<file path="config.mk">
export PLATFORM = sky130hd
export DESIGN_NAME = checksum_unit_arbiter
export DESIGN_NICKNAME = d
export VERILOG_FILES = /design/src/rtl/types.sv /design/src/rtl/calculate_checksum_comb.sv /design/src/rtl/rr_arbiter.sv /design/src/rtl/checksum_unit_arbiter.sv
export SDC_FILE = /design/constraint.sdc
export NUM_CORES = 1
export LEC_CHECK = 0
export CORE_ASPECT_RATIO = 2
export CORE_MARGIN = 5
export CORE_UTILIZATION = 25
export DETAILED_ROUTE_END_ITERATION = 8
export DONT_BUFFER_PORTS = 1
export PLACE_DENSITY_LB_ADDON = 0.1
export SYNTH_ARGS = -nofsm -noshare
export SYNTH_HDL_FRONTEND = slang
export SYNTH_SLANG_ARGS = --single-unit
</file>
<file path="constraint.sdc">
create_clock -name clk -period 7.1 [get_ports clk]
set_clock_uncertainty 0.1 [all_clocks]
set_input_delay 0.71 -clock clk [delete_from_list [all_inputs] [get_ports clk]]
set_output_delay 0.71 -clock clk [all_outputs]
set_load 0.02 [all_outputs]
</file>
<file path="src/rtl/types.sv">
// Shared NoC flit types and the checksum width used across the router.
package types;

  typedef logic [7:0] checksum_t;

  typedef enum logic [1:0] {
    HEAD      = 2'd0,
    BODY      = 2'd1,
    TAIL      = 2'd2,
    HEAD_TAIL = 2'd3
  } flittype;

  typedef struct packed {
    flittype   flit_type;
    logic [7:0]  header;
    logic [31:0] payload;
    checksum_t   checksum;
  } flit_t;

  localparam int FLIT_W = $bits(flit_t);

endpackage

</file>
<file path="src/rtl/calculate_checksum_comb.sv">
// Combinational checksum unit: byte-wise XOR over type, header and payload.
// flit_out carries the input flit with the freshly computed checksum inserted.
module calculate_checksum_comb
  import types::*;
(
  input  flit_t     flit_in,
  output checksum_t checksum,
  output logic      is_valid,
  output flit_t     flit_out
);

  checksum_t sum;

  // XOR-fold every non-checksum byte, then compare and insert.
  always_comb begin
    sum = {6'b0, flit_in.flit_type}
        ^ flit_in.header
        ^ flit_in.payload[31:24]
        ^ flit_in.payload[23:16]
        ^ flit_in.payload[15:8]
        ^ flit_in.payload[7:0];
    checksum          = sum;
    is_valid          = (sum == flit_in.checksum);
    flit_out          = flit_in;
    flit_out.checksum = sum;
  end

endmodule

</file>
<file path="src/rtl/rr_arbiter.sv">
// Round-robin priority picker: scans from ptr upward (wrapping) and grants
// the first requester. Purely combinational; the pointer lives in the caller.
module rr_arbiter #(
  parameter  int N  = 4,
  localparam int IW = (N > 2) ? $clog2(N) : 1
) (
  input  logic [N-1:0]  req,
  input  logic [IW-1:0] ptr,
  input  logic          enable,
  output logic [N-1:0]  grant,
  output logic [IW-1:0] grant_idx,
  output logic          grant_any
);

  int            idx;
  logic [IW-1:0] idx_w;

  // First pending request at or after ptr wins; nothing when disabled.
  always_comb begin
    grant     = '0;
    grant_idx = '0;
    grant_any = 1'b0;
    idx       = 0;
    idx_w     = '0;
    for (int k = 0; k < N; k++) begin
      idx = int'(ptr) + k;
      if (idx >= N) idx = idx - N;
      idx_w = IW'(idx);
      if (enable && !grant_any && req[idx_w]) begin
        grant[idx_w] = 1'b1;
        grant_idx    = idx_w;
        grant_any    = 1'b1;
      end
    end
  end

endmodule

</file>
<file path="src/rtl/checksum_unit_arbiter.sv">
// Shares one checksum unit among NUM_PORTS requesters. A round-robin grant
// feeds the unit; the result lands in a single valid/ready output register.
//
// Handshake: a request transfers on req_valid[i] & req_ready[i]; req_ready
// is only raised when the output stage is free (empty or being popped this
// cycle), and the result transfers downstream on out_valid & out_ready.
module checksum_unit_arbiter
  import types::*;
#(
  parameter  int NUM_PORTS = 4,
  parameter  int ERR_CNT_W = 16,
  localparam int PORT_ID_W = (NUM_PORTS > 2) ? $clog2(NUM_PORTS) : 1
) (
  input  logic                     clk,
  input  logic                     rst,
  input  logic [NUM_PORTS-1:0]     req_valid,
  input  flit_t [NUM_PORTS-1:0]    req_flit,
  input  logic [NUM_PORTS-1:0]     req_gen,
  output logic [NUM_PORTS-1:0]     req_ready,
  output logic                     out_valid,
  input  logic                     out_ready,
  output flit_t                    out_flit,
  output logic [PORT_ID_W-1:0]     out_port,
  output logic                     out_ok,
  input  logic                     err_clear,
  output logic [ERR_CNT_W-1:0]     err_count
);

  logic                 stage_free;
  logic [PORT_ID_W-1:0] ptr_q;
  logic [PORT_ID_W-1:0] ptr_next;
  logic [NUM_PORTS-1:0] grant;
  logic [PORT_ID_W-1:0] grant_idx;
  logic                 grant_any;
  flit_t                sel_flit;
  logic                 sel_gen;
  checksum_t            calc_sum;
  logic                 calc_ok;
  flit_t                calc_flit;
  logic                 bad_check;

  // Grants are held off during reset so nothing looks accepted then.
  assign stage_free = !out_valid || out_ready;

  rr_arbiter #(.N(NUM_PORTS)) u_arb (
    .req       (req_valid),
    .ptr       (ptr_q),
    .enable    (stage_free && !rst),
    .grant     (grant),
    .grant_idx (grant_idx),
    .grant_any (grant_any)
  );

  assign req_ready = grant;

  // Steer the granted requester's flit and mode into the shared unit.
  always_comb begin
    sel_flit = req_flit[grant_idx];
    sel_gen  = req_gen[grant_idx];
  end

  calculate_checksum_comb u_calc (
    .flit_in  (sel_flit),
    .checksum (calc_sum),
    .is_valid (calc_ok),
    .flit_out (calc_flit)
  );

  // Pointer moves one past the winner; unchanged when nobody is granted.
  always_comb begin
    ptr_next = ptr_q;
    if (grant_any) begin
      if (grant_idx == PORT_ID_W'(NUM_PORTS - 1)) ptr_next = '0;
      else                                        ptr_next = grant_idx + PORT_ID_W'(1);
    end
  end

  assign bad_check = grant_any && !sel_gen && !calc_ok;

  // Round-robin pointer register.
  always_ff @(posedge clk or posedge rst) begin
    if (rst) ptr_q <= '0;
    else     ptr_q <= ptr_next;
  end

  // Output stage: load on transfer, drain on pop, otherwise hold.
  always_ff @(posedge clk or posedge rst) begin
    if (rst) begin
      out_valid <= 1'b0;
      out_flit  <= '0;
      out_port  <= '0;
      out_ok    <= 1'b0;
    end else if (grant_any) begin
      out_valid <= 1'b1;
      out_port  <= grant_idx;
      out_flit  <= sel_gen ? calc_flit : sel_flit;
      out_ok    <= sel_gen || calc_ok;
    end else if (out_ready) begin
      out_valid <= 1'b0;
    end
  end

  // Saturating failure counter; a clear beats a same-cycle increment.
  always_ff @(posedge clk or posedge rst) begin
    if (rst) begin
      err_count <= '0;
    end else if (err_clear) begin
      err_count <= '0;
    end else if (bad_check && (err_count != {ERR_CNT_W{1'b1}})) begin
      err_count <= err_count + ERR_CNT_W'(1);
    end
  end

endmodule
</file>
==> reports/qor.yml <==
rows: 84
synthSimpleGateAreaFrac_pct: 25.39
cts_buffers: 9
nets: 1004
synth_top_family_by_area: "simple AND/OR/NAND/NOR gates"
n_fill_cell: 2918
hold_buffers: 0
dr.first_iter.drc_count: 386
grt_util_all_layers_pct: 18.44
status: "finished clean"
grt_first_pass_wirelength_um: 41600
synth_compound_area_share_pct: 20.89
dr.pass1.iters: 5
end_kind: "flop"
worst_slew_pin_slew_ps: 956.4
dp_hpwl_um: 22990
fmax_mhz: 166.7
routed_wl_um: 28960
syn_area_sq_um: 6648
maxCapViolations: 0
io_pins: 286
area_delta_synth_final_pct: 8.545
min_period_ps: 6000
p_leak_nw: 3.115
synth-xor-area-share_pct: 10.86
hold_violations: 0
setup_viol: 0
vias: 6214
grt_max_degree: 87
core_area_sq_um: 26280
yosysTopAreaCell: "dfrtp_1"
ant_nets: 0
synth_cells: 827
die_w_um: 125.3
crit_arrival_ps: 6150
powerDensity_nw_per_um2: 396.3
die_h_um: 240.6
post-place-ws_ps: 1018
yosys-mux-area-fraction_pct: 9.241
antenna_found_initial: 4
rsz0062_at_grt: "no"
layout-drive-gt1-share_pct: 7.828
synth_top_cell_area_share_pct: 27.10
synth_edf_count: 0
ys_ff_latch: 72
dieArea_sq_um: 30150
portBuffers: 0
yosysWarnings: 0
synth_cell_types: 65
clk_latency_ps: 360
slew_viol_final: 0
timing.rr.start: "ptr_q[0]"
grt-ovfl-total: 0
critPathLaunchType: "flop"
htreeDepth: 3
hp-class: "in -> async"
initial_core_util_pct: 25.30
vias_per_cell: 5.451
postCtsSetupRepairBufs: 0
avgRoutedWirePerCell_um: 25.40
fin_crit_sh_pct: 84.50
setup_ws_ps: 1100
cts-root-buf: "clkbuf_16"
setup_tns_ps: 0
cp-startpoint: "ptr_q[0]"
slew_headroom_pct: 36.24
synth_adder_area_share_pct: 0.9411
ys_async_sr_fraction_pct: 100.0
ctsResizeCount: 0
synth_seq_area_share_pct: 27.10
gp_congestion: 0.8911
required_ps: 7250
clk_pin_slew_worst_paths_ps: 70
tritoncts: "done"
path_class: "reg -> reg"
avgSynthCellArea_sq_um: 8.038
ctsLongestPathBuffers: 2
cts.sinks: 72
synth_nets: 1044
path_max_fanout: 70
grt_pass1_vias: 6449
peakVddDrop_v: 0.0001377
yosys-top-cells-area: "dfrtp_1, nand2_1, xnor2_1"
drc: 0
synth-main-ff-cell: "dfrtp_1"
-- metrics by stage --
step | hold slack (ps) | instance area, sq um | cells | utilization, % | power, mW
finish | 54.05 | 7216 | 1140 | 27.46 | 2.860
CTS | 49.28 | 7206 | 1136 | 27.42 | 2.920
global route | 60.51 | 7216 | 1140 | 27.46 | 3.073
floorplan | 490.0 | 6648 | 827 | - | 2.011
detailed placement | 454.5 | 6908 | 1120 | 26.29 | 2.417
global placement | 453.7 | 6908 | 1120 | 26.29 | 2.395
-- cells in the mapped netlist (all sizes together), types with 2 or more instances --
cell type	n
o211ai	20
a211oi	21
a21o	29
mux4	4
ha	5
or3	6
and2	3
nand2b	4
nand2	193
clkbuf	32
buf	32
nor4	2
o21ai	23
o221ai	2
nor3	15
a311oi	29
o31ai	11
nor4b	2
or4b	2
o211a	7
xnor2	49
nor2	24
mux2i	37
and3	43
xor2	30
a21oi	27
a22oi	2
nand3	26
or4	7
nor3b	4
dfrtp	72
or2	3
a31oi	3
a222oi	4
inv	12
nor2b	8
mux2	13
nand3b	5
a211o	4
-- layout by cell type (no fill, tap or decap), types with 3 or more instances in the layout --
cell / count
mux4_2: 4
o211a_1: 7
ha_1: 5
and3_1: 43
o31ai_1: 11
buf_4: 11
nand2b_1: 4
o21ai_1: 3
nor2b_1: 8
or4_1: 7
clkbuf_16: 9
mux2_2: 9
dfrtp_1: 72
o21ai_0: 19
a21o_1: 29
nand3_1: 26
a211oi_1: 19
o211ai_1: 20
nor3_1: 15
a311oi_1: 29
mux2i_1: 37
a211o_1: 4
diode_2: 4
nand2_1: 192
a21oi_1: 26
a222oi_1: 4
nor2_1: 23
xnor2_1: 48
or3_1: 6
nand3b_1: 5
a31oi_1: 3
nor3b_1: 3
clkinv_2: 3
xor2_1: 30
inv_1: 11
and2_1: 3
-- cell families after synthesis --
family | after synthesis
mux | 54
flops | 72
fa+ha+maj | 5
buf+inv | 76
xor+xnor | 80
simple gates | 351
compound gates | 189
-- final cells by class --
| cell class | count | area (sq um) | area share (%) |
|---|---|---|---|
| diodes | 4 | 10.01 | 0.1387 |
| clock buffers | 9 | 225.2 | 3.121 |
| clock inverters | 7 | 72.57 | 1.006 |
| inverters | 12 | 46.29 | 0.6416 |
| multi-input cells | 679 | 4507 | 62.46 |
| flip-flops and latches | 72 | 1802 | 24.97 |
| well taps | 344 | 430.4 | 5.965 |
| repair buffers | 13 | 122.6 | 1.699 |
-- worst max-delay path: stages, from the launching register on --
cell      delay (ps)
dfrtp_1          730
inv_1            190
ha_1             550
mux2i_1          130
a22oi_1          230
o211ai_1         400
o21ai_4          710
buf_12           370
mux2i_1          130
a211oi_1         460
o21ai_0          330
and3_1           250
or3_1            390
nor4_4           140
buf_4            310
nor2_1           130
mux2_4           320
-- where the power goes --
part,total [mW],switching [mW],internal (mW)
sequential,0.886,0.335,0.550
combinational,1.49,0.905,0.590
clock,0.480,0.208,0.272
total,2.86,1.45,1.41
-- worst paths after layout --
kind	slack (ps)	cells after the start	endpoint
max in group asynchronous	5510	3	out_flit[2]
worst min-delay path	50	1	out_port[1]
worst max-delay path	1100	16	err_count[0]
min in group clk	300	1	err_count[5]
worst max register to register	1100	16	err_count[0]
worst min register to register	530	1	out_flit[15]
-- registers in the layout, summed over array words and instances, names as in the netlist --
name / count
err_count: 16
out_ok: 1
out_flit: 50
ptr_q: 2
out_port: 2
out_valid: 1
-- routing by layer --
layer	vias up	track usage [%]	share of wire [%]	routed length, um
li1	2890	-	-	-
met1	3025	17.86	33	9576
met2	261	34.91	56	16110
met3	38	5.604	7.9	2302
met4	0	9.539	3.3	967
met5	-	0	0	0
Note: power is estimated with default switching activity, not from simulation.
==> variant 1, RTL diff (same settings) <==
The parameter `ERR_CNT_W` goes from 16 to 24.
--- a/src/rtl/checksum_unit_arbiter.sv
+++ b/src/rtl/checksum_unit_arbiter.sv
@@ -10,3 +10,3 @@
   parameter  int NUM_PORTS = 4,
-  parameter  int ERR_CNT_W = 16,
+  parameter  int ERR_CNT_W = 24,
   localparam int PORT_ID_W = (NUM_PORTS > 2) ? $clog2(NUM_PORTS) : 1
Ports: changed (resized err_count); port bits go from 286 to 294. The function was not compared with the original's and may differ.
==> variant 1 against the unedited design <==
- setup slack worse by 0.18 ns
- cell area down 1.3%
- sequential cell count increased by 8
- die area decreased by 2.2%
- total power up 10%
- global-route usage is 0.65 points higher
- count of clock-buffer cells in the layout is 2 higher
- sequential share of layout area grew 3.1 points
- hold slack improved by 0.22 ns
- critical path depth rose by 1
- routed wire length shrank 2.3%
- synthesized area down 2.3%
- critical path type unchanged
==> variant 1: results (changes against the unedited design) <==
| Metric | Value |
|---|---|
| Status | `completed` |
| Flop-to-flop setup slack | `0.92 ns (-0.18 ns)` |
| Synth cell count leaders | `nand2_1, dfrtp_1, nand3_1` |
| WL met3 | `1968 um (-15%)` |
| Number of global-route vias before repair | `6306 (-2.2%)` |
| Leakage | `3.074 nW (-1.3%)` |
| Initial antenna violation count | `1 (-3)` |
| Post-synth net total | `1074 (+2.9%)` |
| Post-cts sizing count | `0 (unchanged)` |
| DRT Pass-1 Iters | `5 (unchanged)` |
| R2r endpoint | `err_count[1]` |
| Final GP Congestion | `0.8405 (-5.7%)` |
| Met2 wire length | `16210 um (+0.61%)` |
| Adder-cell share of the synthesized area | `0.9636% (+0.022 points)` |
| Dpl hpwl | `22180 um (-3.5%)` |
| Synth Area in XOR/XNOR | `9.154% (-1.7 points)` |
| First-pass GRT wire length | `41010 um (-1.4%)` |
| Drt initial violations | `282 (-27%)` |
| Routed vias | `6089 (-2.0%)` |
| Synth cell types | `62 (-4.6%)` |
| M1 wire length | `9656 um (+0.84%)` |
| Nets | `1044 (+4.0%)` |
| Register area share after synthesis | `30.83% (+3.7 points)` |
| Top routing layer in use | `met4` |
| Layout cells sized above 1 | `6.971% (-0.86 points)` |
| Worst vdd rail ir drop | `0.1564 mV (+14%)` |
| Critical path arrival | `6.34 ns (+0.19 ns)` |
| Area contributors post-synth | `dfrtp_1, nand2_1, mux2i_1` |
| GRT Util Overall | `19.09% (+0.65 points)` |
| FF-to-FF path depth | `17 (+1)` |
| Mux cell area share after synthesis | `8.402% (-0.84 points)` |
| Crit Path Max Fanout | `20 (-71%)` |
| Port-buffer cells | `0 (unchanged)` |
| WL/cell | `24.11 um (-5.1%)` |
| Largest net degree at the start of global routing | `75 (-14%)` |
| Top Registers | `out_flit x50, err_count x24` |
| CTS Root Cell | `clkbuf_16` |
| Synth Area in Compound Gates | `16.42% (-4.5 points)` |
| Tightest Pin Transition | `1.177 ns (+0.2206 ns)` |
[variant 1: changes by cell type after synthesis, sizes merged, moves of 14 or more]
cell	before	now
nand2	193	239
a31oi	3	17
xnor2	49	32
a21oi	27	53
o21ai	23	62
o211ai	20	3
a211oi	21	6
a311oi	29	0
a21o	29	3
nand3	26	56
and3	43	28
[variant 1: report_power, final]
group / switching (mW) / leakage (nW) / internal (mW)
sequential: 0.334 / 1.01 / 0.594
clock: 0.226 / 0.140 / 0.250
combinational: 1.05 / 1.92 / 0.692
total: 1.61 / 3.07 / 1.54
[variant 1: routing by layer]
| metal | track usage, % | vias to the layer above |
|---|---|---|
| li1 | - | 2934 |
| met1 | 18.90 | 2930 |
| met2 | 37.31 | 207 |
| met3 | 5.621 | 18 |
| met4 | 5.186 | 0 |
| met5 | 0 | - |
[variant 1: cell type report]
cell class / instances / area [sq um]
antenna: 1 / 2.502
sequential: 80 / 2002
timing repair buffer: 20 / 187.7
tap: 340 / 425.4
clock buffer: 11 / 242.7
inverter: 11 / 43.79
multi-input combinational: 705 / 4179
fill: 2890 / 18530
clock inverter: 5 / 40.04
[variant 1: cell families after synthesis]
kind of cell             after synthesis
AO/OA/AOI/OAI                        175
AND/OR/NAND/NOR                      410
flip-flops                            80
multiplexers                          52
buffers and inverters                 72
XOR/XNOR                              63
adder cells (fa/ha/maj)                5
[variant 1: worst max-delay path: stages (launching register included)]
cell,delay [ns]
dfrtp_1,0.69
inv_1,0.25
ha_1,0.53
mux2i_1,0.43
a22oi_1,0.19
and3_1,0.28
a21oi_4,0.70
buf_4,0.39
mux2i_1,0.31
xnor2_1,0.10
mux2i_1,0.34
a21oi_1,0.08
nor4b_1,0.37
nand4_1,0.22
o21ai_2,0.52
buf_4,0.30
mux2i_1,0.21
nor2_1,0.05
[variant 1: worst min-delay path by stage]
stage	end	slack [ns]	cells past startpoint
after floorplan	out_flit[10]	0.48	2
after global placement	out_flit[44]	0.52	2
after detailed placement	out_flit[44]	0.53	2
after CTS	err_count[7]	0.27	1
after global routing	err_count[10]	0.28	1
final	err_count[20]	0.27	2
[variant 1: metrics by stage]
| stage | setup WS, ns | total power, mW | utilization [%] | instance area (sq um) | instances |
|---|---|---|---|---|---|
| floorplan | 1.410 | 2.175 | - | 6492 | 857 |
| global placement | 0.8803 | 2.751 | 26.66 | 6838 | 1156 |
| detailed placement | 0.7974 | 2.750 | 26.66 | 6838 | 1156 |
| CTS | 0.7927 | 3.246 | 27.76 | 7121 | 1172 |
| global route | 0.3192 | 3.405 | 27.77 | 7123 | 1173 |
| finish | 0.9180 | 3.148 | 27.77 | 7123 | 1173 |
==> variant 2, RTL diff (same settings) <==
Without the edit above. Make the reset (`rst`) synchronous in 3 clocked blocks.
--- a/src/rtl/checksum_unit_arbiter.sv
+++ b/src/rtl/checksum_unit_arbiter.sv
@@ -80,3 +80,3 @@
   // Round-robin pointer register.
-  always_ff @(posedge clk or posedge rst) begin
+  always_ff @(posedge clk) begin
     if (rst) ptr_q <= '0;
@@ -86,3 +86,3 @@
   // Output stage: load on transfer, drain on pop, otherwise hold.
-  always_ff @(posedge clk or posedge rst) begin
+  always_ff @(posedge clk) begin
     if (rst) begin
@@ -103,3 +103,3 @@
   // Saturating failure counter; a clear beats a same-cycle increment.
-  always_ff @(posedge clk or posedge rst) begin
+  always_ff @(posedge clk) begin
     if (rst) begin
Check against the original RTL: differs if rst is asserted again (counterexample within 4 cycles, from zero or initial values and one cycle with rst high); with rst held inactive, the same outputs for 4 cycles.
==> variant 2 against the unedited design <==
- synthesized area fell by 7.5%
- routed wire length fell by 14%
- first-iteration DRC count fell by 36%
- setup slack improved by 0.14 ns
- global-route usage fell by 1.2 points
- total power fell by 23%
- sequential cell count did not move
- synthesized cell count fell by 0.85%
- largest cell class unchanged
- die area fell by 7.1%
- cell area fell by 7.8%
- via count fell by 5.3%
- clock power rose by 1%
==> variant 2: results (changes against the unedited design) <==
| Metric | Value |
|---|---|
| Largest net degree at the start of global routing | `87 (unchanged)` |
| Tightest Pin Transition | `0.9780 ns (+0.02163 ns)` |
| Hold_sp | `rst` |
| Fillers | `2733 (-6.3%)` |
| Post-CTS setup buffer count | `0 (unchanged)` |
| Switch Pwr | `0.9884 mW (-32%)` |
| Post-synth net total | `1037 (-0.67%)` |
| Flop-to-flop setup slack | `1.24 ns (+0.14 ns)` |
| Synth Area in Compound Gates | `16.36% (-4.5 points)` |
| Mux cell area share after synthesis | `11.60% (+2.4 points)` |
| Seq. pwr | `0.579 mW (-35%)` |
| Comb group | `1.15 mW (-23%)` |
| Top Registers | `out_flit x50, err_count x16` |
| GRT Util Overall | `17.23% (-1.2 points)` |
| FF-to-FF path depth | `13 (-3)` |
| Post-cts sizing count | `0 (unchanged)` |
| Initial antenna violation count | `3 (-1)` |
| DRT Pass-1 Iters | `5 (unchanged)` |
| Power, Total | `2.214 mW (-23%)` |
| Max H-tree Level | `3 (unchanged)` |
| Met2 wire length | `13030 um (-19%)` |
| Critical path arrival | `6.01 ns (-0.14 ns)` |
| Clock transition at path regs | `0.06 ns` |
| Leakage | `2.552 nW (-18%)` |
| Routed vias | `5882 (-5.3%)` |
| Top routing layer in use | `met5` |
| Synth async-reset ratio | `0% (-100 points)` |
| Startpoint types | `flip-flop` |
| Worst vdd rail ir drop | `0.1262 mV (-8.3%)` |
| Hold Crit Depth | `1` |
| Synth cell types | `62 (-4.6%)` |
| Crit Path Max Fanout | `53 (-24%)` |
| Area contributors post-synth | `dfxtp_1, nand2_1, xnor2_1` |
| M1 wire length | `8455 um (-12%)` |
| Setup crit end kind | `flip-flop` |
| Status | `completed` |
| R2r endpoint | `err_count[12]` |
| Synth Area in XOR/XNOR | `13.11% (+2.2 points)` |
| Layout cells sized above 1 | `8.046% (+0.22 points)` |
| Max clock buf depth | `2 (unchanged)` |
| Clk_lat worst skew | `0.36 ns (about the same)` |
| Register area share after synthesis | `23.45% (-3.7 points)` |
| Adder-cell share of the synthesized area | `1.018% (+0.077 points)` |
| Port-buffer cells | `0 (unchanged)` |
| Dpl hpwl | `19630 um (-15%)` |
| Drt initial violations | `247 (-36%)` |
| CTS Root Cell | `clkbuf_16` |
| Yosys top cell area share | `23.45% (-3.7 points)` |
| Hold WC Path Type | `in2reg` |
| WL met3 | `2303 um (about the same)` |
| Reg-to-Reg Start | `ptr_q[0]` |
| Yosys Warn Count | `0 (unchanged)` |
| First-pass GRT wire length | `36220 um (-13%)` |
| Final wirelength | `24980 um (-14%)` |
| Final GP Congestion | `0.8250 (-7.4%)` |
| Num CTS Buffers | `9 (unchanged)` |
| Synth cell count leaders | `nand2_1, dfxtp_1, a21oi_1` |
[variant 2: cell count changes in the layout (fill, tap and decap cells not counted), moves of 7 or more]
cell      unedited run  this run
and3_1              43        34
inv_1               11         4
nor2_1              23        56
a211oi_1            19         7
dfrtp_1             72         0
o21ai_0             19        12
mux4_2               4        13
a21o_1              29         0
a21oi_1             26        58
o31ai_1             11         3
o211ai_1            20         7
xnor2_1             48        55
dfxtp_1              0        72
[variant 2: worst min-delay path by stage]
stage,end,slack [ns]
after floorplan,out_flit[0],0.43
after CTS,ptr_q[0],0.30
after detailed placement,out_port[0],0.46
after global placement,out_port[0],0.46
final,ptr_q[0],0.33
after global routing,out_flit[19],0.31
[variant 2: cell type report]
| class | count | area, sq um | share of cell area [%] |
|---|---|---|---|
| antenna | 2 | 5.005 | 0.07526 |
| inverter | 4 | 15.01 | 0.2258 |
| clock inverter | 5 | 55.05 | 0.8278 |
| tap | 290 | 362.8 | 5.456 |
| clock buffer | 11 | 252.7 | 3.801 |
| timing repair buffer | 12 | 102.6 | 1.543 |
| sequential | 72 | 1441 | 21.67 |
| multi-input combinational | 679 | 4415 | 66.40 |
[variant 2: layer usage]
| metal | track usage [%] | up-vias |
|---|---|---|
| met3 | 6.704 | 47 |
| li1 | - | 2831 |
| met4 | 9.681 | 2 |
| met5 | 0 | - |
| met1 | 16.75 | 2761 |
| met2 | 30.63 | 241 |
[variant 2: critical path, cell delays in order (launching register included)]
cell      delay, ns
dfxtp_1        0.65
mux4_2         0.64
or4_1          0.67
nor3_4         0.35
o22a_4         0.68
mux4_2         0.44
xor2_1         0.33
xnor2_1        0.23
xnor3_1        0.38
or4_4          0.44
nor4_4         0.13
buf_4          0.34
o311ai_0       0.20
o41ai_1        0.11
[variant 2: per-stage QoR]
| stage | std cells | util [%] | instance area, sq um | hold slack, ns | setup WS [ns] |
|---|---|---|---|---|---|
| after floorplan | 820 | - | 6147 | 0.4302 | 2.005 |
| after global placement | 1057 | 26.05 | 6337 | 0.4584 | 1.360 |
| after detailed placement | 1057 | 26.05 | 6337 | 0.4642 | 1.206 |
| after CTS | 1073 | 27.32 | 6645 | 0.3033 | 1.176 |
| after global routing | 1075 | 27.34 | 6650 | 0.3072 | 0.8889 |
| final | 1075 | 27.34 | 6650 | 0.3290 | 1.244 |
[variant 2: cells by family (layout without fill, tap and decap cells)]
| group | after synthesis | after routing |
|---|---|---|
| fa+ha+maj | 5 | 5 |
| simple gates | 385 | 385 |
| compound gates | 147 | 147 |
| xor+xnor | 88 | 88 |
| flops | 72 | 72 |
| buf+inv | 69 | 32 |
| other cells | 0 | 2 |
| mux | 54 | 54 |
